[src/rtl/pipe_ctrl_pkg.sv]
// Shared types for the five-stage pipeline controller: forwarding select
// encoding, per-stage bookkeeping record and the dependency rule.
package pipe_ctrl_pkg;

  localparam int unsigned REG_IDX_W = 5;

  typedef enum logic [1:0] {
    FWD_RF    = 2'b00,
    FWD_EXMEM = 2'b01,
    FWD_MEMWB = 2'b10
  } fwd_sel_e;

  typedef struct packed {
    logic                 valid;
    logic [REG_IDX_W-1:0] rd;
    logic                 we;
    logic                 is_load;
  } stage_info_t;

  localparam stage_info_t STAGE_BUBBLE = '0;

  // True when stage s will write the register that a used, nonzero source reads.
  function automatic logic writes_src(stage_info_t s, logic [REG_IDX_W-1:0] src,
                                      logic use_src);
    return use_src && (src != '0) && s.valid && s.we && (s.rd == src);
  endfunction

endpackage

[src/rtl/pipe_ctrl_if.sv]
// Bundle between the core datapath/decoder (master) and the pipeline
// controller (slave): ID-stage decode info in, enables/flushes/selects out.
interface pipe_ctrl_if #(
  parameter int unsigned RW = 5
);
  logic          id_valid;
  logic [RW-1:0] id_rs1;
  logic [RW-1:0] id_rs2;
  logic          id_use_rs1;
  logic          id_use_rs2;
  logic [RW-1:0] id_rd;
  logic          id_rd_we;
  logic          id_is_load;
  logic          ex_redirect;
  logic          mem_ready;

  logic          pc_load;
  logic          if_id_en;
  logic          id_ex_en;
  logic          ex_mem_en;
  logic          mem_wb_en;
  logic          if_id_flush;
  logic          id_ex_flush;
  logic [1:0]    fwd_a_sel;
  logic [1:0]    fwd_b_sel;
  logic          ex_valid;
  logic          mem_valid;
  logic          wb_valid;

  modport master (
    output id_valid, id_rs1, id_rs2, id_use_rs1, id_use_rs2, id_rd, id_rd_we,
           id_is_load, ex_redirect, mem_ready,
    input  pc_load, if_id_en, id_ex_en, ex_mem_en, mem_wb_en, if_id_flush,
           id_ex_flush, fwd_a_sel, fwd_b_sel, ex_valid, mem_valid, wb_valid
  );

  modport slave (
    input  id_valid, id_rs1, id_rs2, id_use_rs1, id_use_rs2, id_rd, id_rd_we,
           id_is_load, ex_redirect, mem_ready,
    output pc_load, if_id_en, id_ex_en, ex_mem_en, mem_wb_en, if_id_flush,
           id_ex_flush, fwd_a_sel, fwd_b_sel, ex_valid, mem_valid, wb_valid
  );
endinterface

[src/rtl/pipe_ctrl_fwd_select.sv]
// Operand source selection for one source register against a near and a far
// producer stage. A load in the near stage is never a forwarding source.
module fwd_select
  import pipe_ctrl_pkg::*;
(
  input  logic [REG_IDX_W-1:0] src_i,
  input  logic                 use_i,
  input  stage_info_t          near_i,
  input  stage_info_t          far_i,
  output fwd_sel_e             sel_o,
  output logic                 near_dep_o
);

  logic far_dep;

  assign near_dep_o = writes_src(near_i, src_i, use_i);
  assign far_dep    = writes_src(far_i, src_i, use_i);

  // Nearest non-load producer wins; far stage is the fallback.
  always_comb begin
    sel_o = FWD_RF;
    if (near_dep_o && !near_i.is_load) begin
      sel_o = FWD_EXMEM;
    end else if (far_dep) begin
      sel_o = FWD_MEMWB;
    end
  end

endmodule

[src/rtl/pipe_ctrl.sv]
// Five-stage pipeline controller: tracks EX/MEM/WB destination info, detects
// load-use (or, without forwarding, any RAW) hazards, squashes on redirect and
// freezes the whole pipe on data-memory backpressure.
module pipe_ctrl
  import pipe_ctrl_pkg::*;
#(
  parameter int unsigned NREGS        = 32,
  parameter int unsigned LOAD_LATENCY = 1,
  parameter bit          FWD_EN       = 1'b1
) (
  input  logic      clk,
  input  logic      rst_n,
  pipe_ctrl_if.slave pif
);

  localparam int unsigned RW = $clog2(NREGS);
  localparam int unsigned CW = $clog2(LOAD_LATENCY + 1);

  stage_info_t          ex_q, ex_d, mem_q, mem_d, wb_q, wb_d;
  logic [REG_IDX_W-1:0] ex_rs1_q, ex_rs1_d, ex_rs2_q, ex_rs2_d;
  logic                 ex_use1_q, ex_use1_d, ex_use2_q, ex_use2_d;
  logic [CW-1:0]        cnt_q, cnt_d;

  logic [RW-1:0]        id_rs1_n, id_rs2_n, id_rd_n;
  logic [REG_IDX_W-1:0] id_rs1_x, id_rs2_x, id_rd_x;
  logic                 id_use1, id_use2;

  fwd_sel_e             id_a_sel, id_b_sel, ex_a_sel, ex_b_sel;
  logic                 id_a_near, id_b_near;
  logic                 ex_a_near_unused, ex_b_near_unused;
  logic                 ld_use, wb_dep_id, raw_any, data_stall;

  logic                 pc_load, if_id_en, id_ex_en, ex_mem_en, mem_wb_en;
  logic                 if_id_flush, id_ex_flush;

  assign id_rs1_n = pif.id_rs1[RW-1:0];
  assign id_rs2_n = pif.id_rs2[RW-1:0];
  assign id_rd_n  = pif.id_rd[RW-1:0];
  assign id_rs1_x = REG_IDX_W'(id_rs1_n);
  assign id_rs2_x = REG_IDX_W'(id_rs2_n);
  assign id_rd_x  = REG_IDX_W'(id_rd_n);
  assign id_use1  = pif.id_valid & pif.id_use_rs1;
  assign id_use2  = pif.id_valid & pif.id_use_rs2;

  // ID operands against EX (near) and MEM (far): hazard detection.
  fwd_select u_id_a (
    .src_i(id_rs1_x), .use_i(id_use1), .near_i(ex_q), .far_i(mem_q),
    .sel_o(id_a_sel), .near_dep_o(id_a_near)
  );
  fwd_select u_id_b (
    .src_i(id_rs2_x), .use_i(id_use2), .near_i(ex_q), .far_i(mem_q),
    .sel_o(id_b_sel), .near_dep_o(id_b_near)
  );

  // EX operands against MEM (near) and WB (far): forwarding muxes.
  fwd_select u_ex_a (
    .src_i(ex_rs1_q), .use_i(ex_use1_q), .near_i(mem_q), .far_i(wb_q),
    .sel_o(ex_a_sel), .near_dep_o(ex_a_near_unused)
  );
  fwd_select u_ex_b (
    .src_i(ex_rs2_q), .use_i(ex_use2_q), .near_i(mem_q), .far_i(wb_q),
    .sel_o(ex_b_sel), .near_dep_o(ex_b_near_unused)
  );

  // A MEM dependency shows up as a non-RF select on the ID instances, so the
  // no-forwarding hazard covers EX, MEM and (explicitly) WB.
  assign ld_use    = ex_q.is_load & (id_a_near | id_b_near);
  assign wb_dep_id = writes_src(wb_q, id_rs1_x, id_use1) |
                     writes_src(wb_q, id_rs2_x, id_use2);
  assign raw_any   = id_a_near | id_b_near | wb_dep_id |
                     (id_a_sel != FWD_RF) | (id_b_sel != FWD_RF);

  // Data stall source: load-use counter with forwarding, any RAW without.
  always_comb begin
    if (FWD_EN) begin
      data_stall = ld_use | (cnt_q != '0);
    end else begin
      data_stall = raw_any;
    end
  end

  // Enables and flushes: reset > freeze > redirect > data stall > advance.
  always_comb begin
    pc_load     = 1'b1;
    if_id_en    = 1'b1;
    id_ex_en    = 1'b1;
    ex_mem_en   = 1'b1;
    mem_wb_en   = 1'b1;
    if_id_flush = 1'b0;
    id_ex_flush = 1'b0;
    if (!rst_n) begin
      pc_load     = 1'b0;
      if_id_en    = 1'b0;
      id_ex_en    = 1'b0;
      ex_mem_en   = 1'b0;
      mem_wb_en   = 1'b0;
      if_id_flush = 1'b1;
      id_ex_flush = 1'b1;
    end else if (!pif.mem_ready) begin
      pc_load   = 1'b0;
      if_id_en  = 1'b0;
      id_ex_en  = 1'b0;
      ex_mem_en = 1'b0;
      mem_wb_en = 1'b0;
    end else if (pif.ex_redirect) begin
      if_id_flush = 1'b1;
      id_ex_flush = 1'b1;
    end else if (data_stall) begin
      pc_load     = 1'b0;
      if_id_en    = 1'b0;
      id_ex_flush = 1'b1;
    end
  end

  // Next-state: stage info shifts unless frozen; counter loads/decrements.
  always_comb begin
    ex_d      = ex_q;
    mem_d     = mem_q;
    wb_d      = wb_q;
    ex_rs1_d  = ex_rs1_q;
    ex_rs2_d  = ex_rs2_q;
    ex_use1_d = ex_use1_q;
    ex_use2_d = ex_use2_q;
    cnt_d     = cnt_q;
    if (pif.mem_ready) begin
      wb_d  = mem_q;
      mem_d = ex_q;
      if (id_ex_flush) begin
        ex_d      = STAGE_BUBBLE;
        ex_rs1_d  = '0;
        ex_rs2_d  = '0;
        ex_use1_d = 1'b0;
        ex_use2_d = 1'b0;
      end else begin
        ex_d      = '{valid: pif.id_valid, rd: id_rd_x, we: pif.id_rd_we,
                      is_load: pif.id_is_load};
        ex_rs1_d  = id_rs1_x;
        ex_rs2_d  = id_rs2_x;
        ex_use1_d = id_use1;
        ex_use2_d = id_use2;
      end
      // The trigger cycle is itself the first bubble, so load LATENCY-1.
      if (pif.ex_redirect) begin
        cnt_d = '0;
      end else if (FWD_EN && ld_use) begin
        cnt_d = CW'(LOAD_LATENCY - 1);
      end else if (cnt_q != '0) begin
        cnt_d = cnt_q - 1'b1;
      end
    end
  end

  // State registers, cleared asynchronously.
  always_ff @(posedge clk or negedge rst_n) begin
    if (!rst_n) begin
      ex_q      <= STAGE_BUBBLE;
      mem_q     <= STAGE_BUBBLE;
      wb_q      <= STAGE_BUBBLE;
      ex_rs1_q  <= '0;
      ex_rs2_q  <= '0;
      ex_use1_q <= 1'b0;
      ex_use2_q <= 1'b0;
      cnt_q     <= '0;
    end else begin
      ex_q      <= ex_d;
      mem_q     <= mem_d;
      wb_q      <= wb_d;
      ex_rs1_q  <= ex_rs1_d;
      ex_rs2_q  <= ex_rs2_d;
      ex_use1_q <= ex_use1_d;
      ex_use2_q <= ex_use2_d;
      cnt_q     <= cnt_d;
    end
  end

  assign pif.pc_load     = pc_load;
  assign pif.if_id_en    = if_id_en;
  assign pif.id_ex_en    = id_ex_en;
  assign pif.ex_mem_en   = ex_mem_en;
  assign pif.mem_wb_en   = mem_wb_en;
  assign pif.if_id_flush = if_id_flush;
  assign pif.id_ex_flush = id_ex_flush;
  assign pif.fwd_a_sel   = (FWD_EN && rst_n) ? ex_a_sel : FWD_RF;
  assign pif.fwd_b_sel   = (FWD_EN && rst_n) ? ex_b_sel : FWD_RF;
  assign pif.ex_valid    = ex_q.valid;
  assign pif.mem_valid   = mem_q.valid;
  assign pif.wb_valid    = wb_q.valid;

endmodule

[src/flat_wrapper.sv]
// flat-port wrapper written by rule: the top's interface ports become plain ports
module pipe_ctrl_flat import pipe_ctrl_pkg::*;
#(
  parameter int unsigned NREGS        = 32,
  parameter int unsigned LOAD_LATENCY = 1,
  parameter bit          FWD_EN       = 1'b1
)
  (clk, rst_n, pif_id_valid, pif_id_rs1, pif_id_rs2, pif_id_use_rs1, pif_id_use_rs2, pif_id_rd, pif_id_rd_we, pif_id_is_load, pif_ex_redirect, pif_mem_ready, pif_pc_load, pif_if_id_en, pif_id_ex_en, pif_ex_mem_en, pif_mem_wb_en, pif_if_id_flush, pif_id_ex_flush, pif_fwd_a_sel, pif_fwd_b_sel, pif_ex_valid, pif_mem_valid, pif_wb_valid);
  pipe_ctrl_if #(.RW(5)) pif_i ();
  input  logic clk;
  input  logic rst_n;
  input wire logic [$bits(pif_i.id_valid)-1:0] pif_id_valid;
  input wire logic [$bits(pif_i.id_rs1)-1:0] pif_id_rs1;
  input wire logic [$bits(pif_i.id_rs2)-1:0] pif_id_rs2;
  input wire logic [$bits(pif_i.id_use_rs1)-1:0] pif_id_use_rs1;
  input wire logic [$bits(pif_i.id_use_rs2)-1:0] pif_id_use_rs2;
  input wire logic [$bits(pif_i.id_rd)-1:0] pif_id_rd;
  input wire logic [$bits(pif_i.id_rd_we)-1:0] pif_id_rd_we;
  input wire logic [$bits(pif_i.id_is_load)-1:0] pif_id_is_load;
  input wire logic [$bits(pif_i.ex_redirect)-1:0] pif_ex_redirect;
  input wire logic [$bits(pif_i.mem_ready)-1:0] pif_mem_ready;
  output wire logic [$bits(pif_i.pc_load)-1:0] pif_pc_load;
  output wire logic [$bits(pif_i.if_id_en)-1:0] pif_if_id_en;
  output wire logic [$bits(pif_i.id_ex_en)-1:0] pif_id_ex_en;
  output wire logic [$bits(pif_i.ex_mem_en)-1:0] pif_ex_mem_en;
  output wire logic [$bits(pif_i.mem_wb_en)-1:0] pif_mem_wb_en;
  output wire logic [$bits(pif_i.if_id_flush)-1:0] pif_if_id_flush;
  output wire logic [$bits(pif_i.id_ex_flush)-1:0] pif_id_ex_flush;
  output wire logic [$bits(pif_i.fwd_a_sel)-1:0] pif_fwd_a_sel;
  output wire logic [$bits(pif_i.fwd_b_sel)-1:0] pif_fwd_b_sel;
  output wire logic [$bits(pif_i.ex_valid)-1:0] pif_ex_valid;
  output wire logic [$bits(pif_i.mem_valid)-1:0] pif_mem_valid;
  output wire logic [$bits(pif_i.wb_valid)-1:0] pif_wb_valid;
  assign pif_i.id_valid = pif_id_valid;
  assign pif_i.id_rs1 = pif_id_rs1;
  assign pif_i.id_rs2 = pif_id_rs2;
  assign pif_i.id_use_rs1 = pif_id_use_rs1;
  assign pif_i.id_use_rs2 = pif_id_use_rs2;
  assign pif_i.id_rd = pif_id_rd;
  assign pif_i.id_rd_we = pif_id_rd_we;
  assign pif_i.id_is_load = pif_id_is_load;
  assign pif_i.ex_redirect = pif_ex_redirect;
  assign pif_i.mem_ready = pif_mem_ready;
  assign pif_pc_load = pif_i.pc_load;
  assign pif_if_id_en = pif_i.if_id_en;
  assign pif_id_ex_en = pif_i.id_ex_en;
  assign pif_ex_mem_en = pif_i.ex_mem_en;
  assign pif_mem_wb_en = pif_i.mem_wb_en;
  assign pif_if_id_flush = pif_i.if_id_flush;
  assign pif_id_ex_flush = pif_i.id_ex_flush;
  assign pif_fwd_a_sel = pif_i.fwd_a_sel;
  assign pif_fwd_b_sel = pif_i.fwd_b_sel;
  assign pif_ex_valid = pif_i.ex_valid;
  assign pif_mem_valid = pif_i.mem_valid;
  assign pif_wb_valid = pif_i.wb_valid;
  pipe_ctrl #(.NREGS(NREGS), .LOAD_LATENCY(LOAD_LATENCY), .FWD_EN(FWD_EN)) u_core (.clk(clk), .rst_n(rst_n), .pif(pif_i));
endmodule
[config.mk]
export PLATFORM = sky130hd
export DESIGN_NAME = pipe_ctrl_flat
export DESIGN_NICKNAME = d
export VERILOG_FILES = /design/src/rtl/pipe_ctrl_pkg.sv /design/src/rtl/pipe_ctrl_if.sv /design/src/rtl/pipe_ctrl_fwd_select.sv /design/src/rtl/pipe_ctrl.sv /design/src/flat_wrapper.sv
export SDC_FILE = /design/constraint.sdc
export NUM_CORES = 1
export LEC_CHECK = 0
export BUFFER_PORTS_ARGS = -buffer_cell sky130_fd_sc_hd__buf_2
export CORE_MARGIN = 1
export CORE_UTILIZATION = 50
export CTS_BUF_LIST = sky130_fd_sc_hd__clkbuf_8 sky130_fd_sc_hd__clkbuf_16
export CTS_CLUSTER_SIZE = 16
export DETAILED_ROUTE_END_ITERATION = 12
export PLACE_DENSITY = 0.74
export SLEW_MARGIN = 10
export SYNTH_ARGS = -nofsm -noshare
export SYNTH_HDL_FRONTEND = slang
export SYNTH_SLANG_ARGS = --single-unit
[constraint.sdc]
create_clock -name clk -period 2.05 [get_ports clk]
set_input_delay 0.3075 -clock clk [delete_from_list [all_inputs] [get_ports clk]]
set_output_delay 0.3075 -clock clk [all_outputs]
set_load 0.02 [all_outputs]
Word-level counts from Yosys, hierarchy flattened
Index checks and enable logic that the tools add are counted.
Widths: inputs -> output; s select.
{ "totals": {"mem_count": 0, "latch_bits": 0, "mem_bits_ro": 0, "out_inout_bits": 14, "elab_cells": 84, "reg_bits": 36, "ram_bits": 0} }
{ "op_classes": {"n_mux": 27, "n_mul": 0, "n_reduce_logical": 29, "n_bitwise": 5, "n_addsub": 1, "n_lt_le_gt_ge": 0, "n_eq_ne": 6, "shift": 0, "div": 0} }
{ "ops": {"columns": ["cell", "n"], "rows": [
  ["$eq 5x5->1", 6],
  ["$logic_and 1x1->1", 24],
  ["$reduce_bool 5->1", 4],
  ["$mux 1", 18],
  ["$mux 2", 6],
  ["$mux 5", 2],
  ["$mux 8", 1],
  ["$and 1x1->1", 3],
  ["$or 1x1->1", 2],
  ["$logic_not 1->1", 1],
  ["$sub 1x1->1 const B", 1]
]} }

Longest topological paths before layout
{ "logic_depth": {"word_depth": 13, "mapped_depth": 6, "ltp_nobuf": 5} }

Hierarchy
Synthesis repeated with hierarchy kept, for this count alone.
{ "hier_totals": {"cells_unflattened": 220, "hier_area_um2": 2389.8} }
{ "modules_own_cells": {"columns": ["mod", "area_each_um2", "cells_each", "instances"], "rows": [
  ["pipe_ctrl", 1729.2, 136, 1],
  ["fwd_select", 165.2, 21, 4]
]} }

Worst setup path after synthesis
No wires, ideal clock.
{ "synth_timing": {"path_kind": "register to output", "from": "reg u_core.ex_q (netlist bit u_core.pif.ex_valid)", "to": "out pif_pc_load", "t_arrival_ps": 1603, "stages_incl_launch_ff": 7, "t_required_ps": 1742, "slack_ps": 140, "path_cell_list": "dfrtp_1 > nand4_1 > nor2_1 > nor4b_1 > a32o_1 > a21boi_1 > buf_4"} }
{ "synth_between": {"elab_chain_len": 10} }
{ "synth_rtl": {"columns": ["element", "line", "rtl"], "rows": [
  ["from (decl)", "pipe_ctrl.sv:19", "stage_info_t ex_q, ex_d, mem_q, mem_d, wb_q, wb_d;"],
  ["from (signal assigned)", "pipe_ctrl.sv:156", "ex_q <= STAGE_BUBBLE;"],
  ["from (signal assigned)", "pipe_ctrl.sv:165", "ex_q <= ex_d;"],
  ["$logic_and 1x1->1 (3 in series)", "pipe_ctrl_pkg.sv:25", "return use_src && (src != '0) && s.valid && s.we && (s.rd == src);"],
  ["$or 1x1->1 (*)", "pipe_ctrl.sv:67", "assign ld_use = ex_q.is_load & (id_a_near | id_b_near);"],
  ["$and 1x1->1 (*)", "pipe_ctrl.sv:67", null],
  ["$or 1x1->1 (*)", "pipe_ctrl.sv:76", "data_stall = ld_use | (cnt_q != '0);"],
  ["$mux 1 (*) (4 in series)", null, null],
  ["to (decl)", "flat_wrapper.sv:22", "output wire logic [$bits(pif_i.pc_load)-1:0] pif_pc_load;"]
]} }
Every way passes the cells marked *; elsewhere a longest branch is shown, timed or not.

Worst setup path after layout
{ "layout_timing": {"from": "reg u_core.ex_rs2_q[1]", "to": "out pif_fwd_b_sel[0]"} }
{ "layout_between": {"elab_chain_len": 8} }
{ "layout_rtl": {"columns": ["element", "line", "rtl"], "rows": [
  ["from (decl)", "pipe_ctrl.sv:20", "logic [REG_IDX_W-1:0] ex_rs1_q, ex_rs1_d, ex_rs2_q, ex_rs2_d;"],
  ["from (signal assigned)", "pipe_ctrl.sv:169", "ex_rs2_q <= ex_rs2_d;"],
  ["$reduce_bool 5->1", "pipe_ctrl_pkg.sv:25", null],
  ["$logic_and 1x1->1 (3 in series)", "pipe_ctrl_pkg.sv:25", null],
  ["$logic_and 1x1->1 (*)", "pipe_ctrl_pkg.sv:25", null],
  ["$logic_and 1x1->1 (*)", "pipe_ctrl_fwd_select.sv:22", "if (near_dep_o && !near_i.is_load) begin"],
  ["$mux 2 (*)", "pipe_ctrl_fwd_select.sv:22", null],
  ["$mux 2 (*)", "pipe_ctrl.sv:184", "assign pif.fwd_b_sel = (FWD_EN && rst_n) ? ex_b_sel : FWD_RF;"],
  ["to (decl)", "flat_wrapper.sv:30", "output wire logic [$bits(pif_i.fwd_b_sel)-1:0] pif_fwd_b_sel;"]
]} }
Marks and branches as above.

==> flow_summary.yaml <==
grt:
  grt_antenna_before_repair: 0
  grt_overflow: 0
  grt_max_degree: 46
  grt_usage: 0.250
  grt_pass1_wl_um: 7530
  first_global_vias: 1526
final_layout:
  antenna_cells: 0
  final_cell_mix: "35 x dfrtp_1, 31 x buf_2, 25 x inv_1, 21 x o22ai_1, 21 x nand3_1"
  final_common_cell: "dfrtp_1"
  nNetsFinal: 268
  drive_gt1_frac: 0.371
  fillers: 299
  area_growth_pct: 27.8
  finalCoreUtilization: 0.662
  fin_area_um2: 2420
timing:
  worst_slew_pin_slew_ns: 0.620
  setup_tns_ns: -0.273
  fin_crit_sh: 1.05
  fin_skew_ns: 0.00314
  finalSetupViolations: 4
  rsz0062_at_grt: "true"
  clock.fmax_ghz: 0.466
  min_period_ns: 2.15
  drv_slew: 0
  hold_viol: 0
  hold_ws_ns: 0.0292
  worst_slack_ns: -0.0953
  slew_headroom: 0.585
setup_path:
  cp-start-kind: "flip-flop"
  cp_slowest_cell: "or4_4"
  path_max_fanout: 2
  worstSetupPathType: "reg2out"
  cp-end-kind: "output pin"
  arrival_ns: 1.84
  worst-path-buf-inv: 1
  required_ns: 1.74
  critical-path-max-stage-delay_ns: 0.55
  critPathTopFamily: "simple AND/OR/NAND/NOR gates"
  worstPathCellList: "xor2_1 > or4_4 > nor4_4 > and2_1 > buf_6"
routing:
  routed_wl_um: 4600
  via_per_inst: 5.47
  dr.pass1.iters: 4
  drt_iter0_markers: 43
  drtAntennaViolNets: 0
  detailroute.via_count: 1604
  drcViolationCount: 0
  wire_per_inst_um: 15.7
floorplanning:
  ioPinCount: 38
  initial_utilization: 0.518
  dieArea_um2: 4040
  dieWidth_um: 63.6
  rows: 22
  die_h_um: 63.6
  core_um2: 3660
clocking:
  clockBufferDepth: 2
  clkTransAtPathRegs_ns: 0.07
  cts.htree.levels: 2
  cts-root-buf: "clkbuf_8"
  insertion_delay_ns: 0.29
  numCtsBuffers: 5
  cts_tree: "yes"
  cts_sinks: 35
logic_synthesis:
  ys_ff_latch: 35
  ys_warn_count: 0
  netlist_instances: 192
  synthesis.nets: 216
  syn_area_um2: 1900
  seq_area_frac_synth: 0.462
  synth_cell_types: 31
  postSynthAreaPerCell_um2: 9.87
  synth_area_leaders: "dfrtp_1 46%, mux2_2 8.9%, xor2_1 7.4%"
  synth_top_area_cell: "dfrtp_1"
  yosysTopAreaCellShare: 0.462
power_and_ir_drop:
  p_per_area_nw_per_um2: 682
  peakVddDrop_v: 0.000411
  leakage_nw: 1.17
place:
  dp_hpwl_um: 3140
  place.port_buffers: 37
  place.gp.congestion: 0.853
  pre_cts_ws_ns: 0.0537
  placed_area_um2: 2160
run_status:
  status: "complete, but fails checks"
  violations: "setup timing"
min_path:
  hold_class: "in2async"
job:
  maxCapViolCount: 0
[Yosys cell counts, drive strengths merged]
cell type and count:
and4 1, nor4 7, nand3 21, o22ai 21, a32o 1, dfrtp 35, xor2 16, a22o 1
o21bai 1, inv 26, clkbuf 7, nor2 2, nand4 5, or4 1, nand2 2, o21ai 5
a21oi 1, a21o 1, xnor2 10, and2 2, a21boi 1, mux2 15, buf 6, nor3 2
nand3b 1, nor4b 1
[flip-flops by register name, summed over array words and instances, names as in the netlist]
| name | count |
|---|---|
| u_core.ex_use2_q | 1 |
| u_core.pif.ex_valid | 1 |
| u_core.wb_q | 6 |
| u_core.ex_q | 7 |
| u_core.pif.mem_valid | 1 |
| u_core.ex_use1_q | 1 |
| u_core.pif.wb_valid | 1 |
| u_core.ex_rs2_q | 5 |
| u_core.ex_rs1_q | 5 |
| u_core.mem_q | 7 |
[report_power, final]
part,internal (W),switching [W]
Combinational,0.000173,0.000182
Sequential,0.000754,0.0000694
Clock,0.000232,0.000241
Total,0.00116,0.000492
[worst register-to-register path: cells and delay by family, from the launching register on]
family / cells / cell delay (ns)
DFF: 1 / 0.43
AOI/OAI and AO/OA: 2 / 0.38
and+or+nand+nor: 1 / 0.26
buffers and inverters: 1 / 0.23
xor gates and xnor gates: 1 / 0.17
[through the flow]
step | power, W | instances
6_report | 0.00165 | 293
5_1_grt | 0.00174 | 293
4_1_cts | 0.00164 | 288
3_5_place_dp | 0.00114 | 273
3_3_place_gp | 0.00113 | 273
2_1_floorplan | 0.00102 | 192
[area by class of cell]
class / instances / area (µm²) / share of cell area
clock buffers: 5 / 68.8 / 0.0284
clock inverters: 3 / 15.0 / 0.00620
inverters: 26 / 97.6 / 0.0403
multi-input cells: 118 / 910 / 0.376
flip-flops and latches: 35 / 876 / 0.362
well taps: 48 / 60.1 / 0.0248
repair buffers: 58 / 395 / 0.163
[final timing paths]
path / to / slack, ns / depth (start not counted) / from
max: pif_fwd_b_sel[0] / -0.1 / 5 / u_core.ex_rs2_q[1]
min: u_core.wb_q[6] / 0.03 / 2 / rst_n
max reg2reg: u_core.ex_rs2_q[2] / 0.45 / 5 / u_core.ex_q[2]
min reg2reg: u_core.wb_q[1] / 0.51 / 1 / u_core.wb_q[1]
max in group asynchronous: u_core.pif.wb_valid / 0.93 / 3 / rst_n
min in group clk: u_core.ex_q[0] / 0.28 / 3 / pif_id_is_load
[logic make-up (layout without fill, tap and decap cells)]
| group | count (synthesis) | count (layout) | share of synthesized area |
|---|---|---|---|
| AO/OA/AOI/OAI | 32 | 32 | 0.107 |
| XOR/XNOR | 26 | 26 | 0.120 |
| buffers and inverters | 39 | 92 | 0.0845 |
| flip-flops | 35 | 35 | 0.462 |
| multiplexers | 15 | 15 | 0.0891 |
| AND/OR/NAND/NOR | 45 | 45 | 0.137 |
[layer usage]
metal | GRT usage | share of wire | up-vias | wire [µm]
li1 | - | - | 778 | -
met1 | 0.359 | 0.46 | 764 | 2140
met2 | 0.359 | 0.47 | 56 | 2140
met3 | 0.0562 | 0.054 | 6 | 248
met4 | 0.102 | 0.015 | 0 | 70
met5 | 0 | 0 | - | 0
[timing repair]
item,in CTS,in global routing
gates resized for setup,9,13
hold buffers,1,0
endpoints found under the hold margin,14,0
buffers inserted,6,5
setup endpoints to repair,7,7
pin swaps,6,10
(Power assumes the default switching activity.)
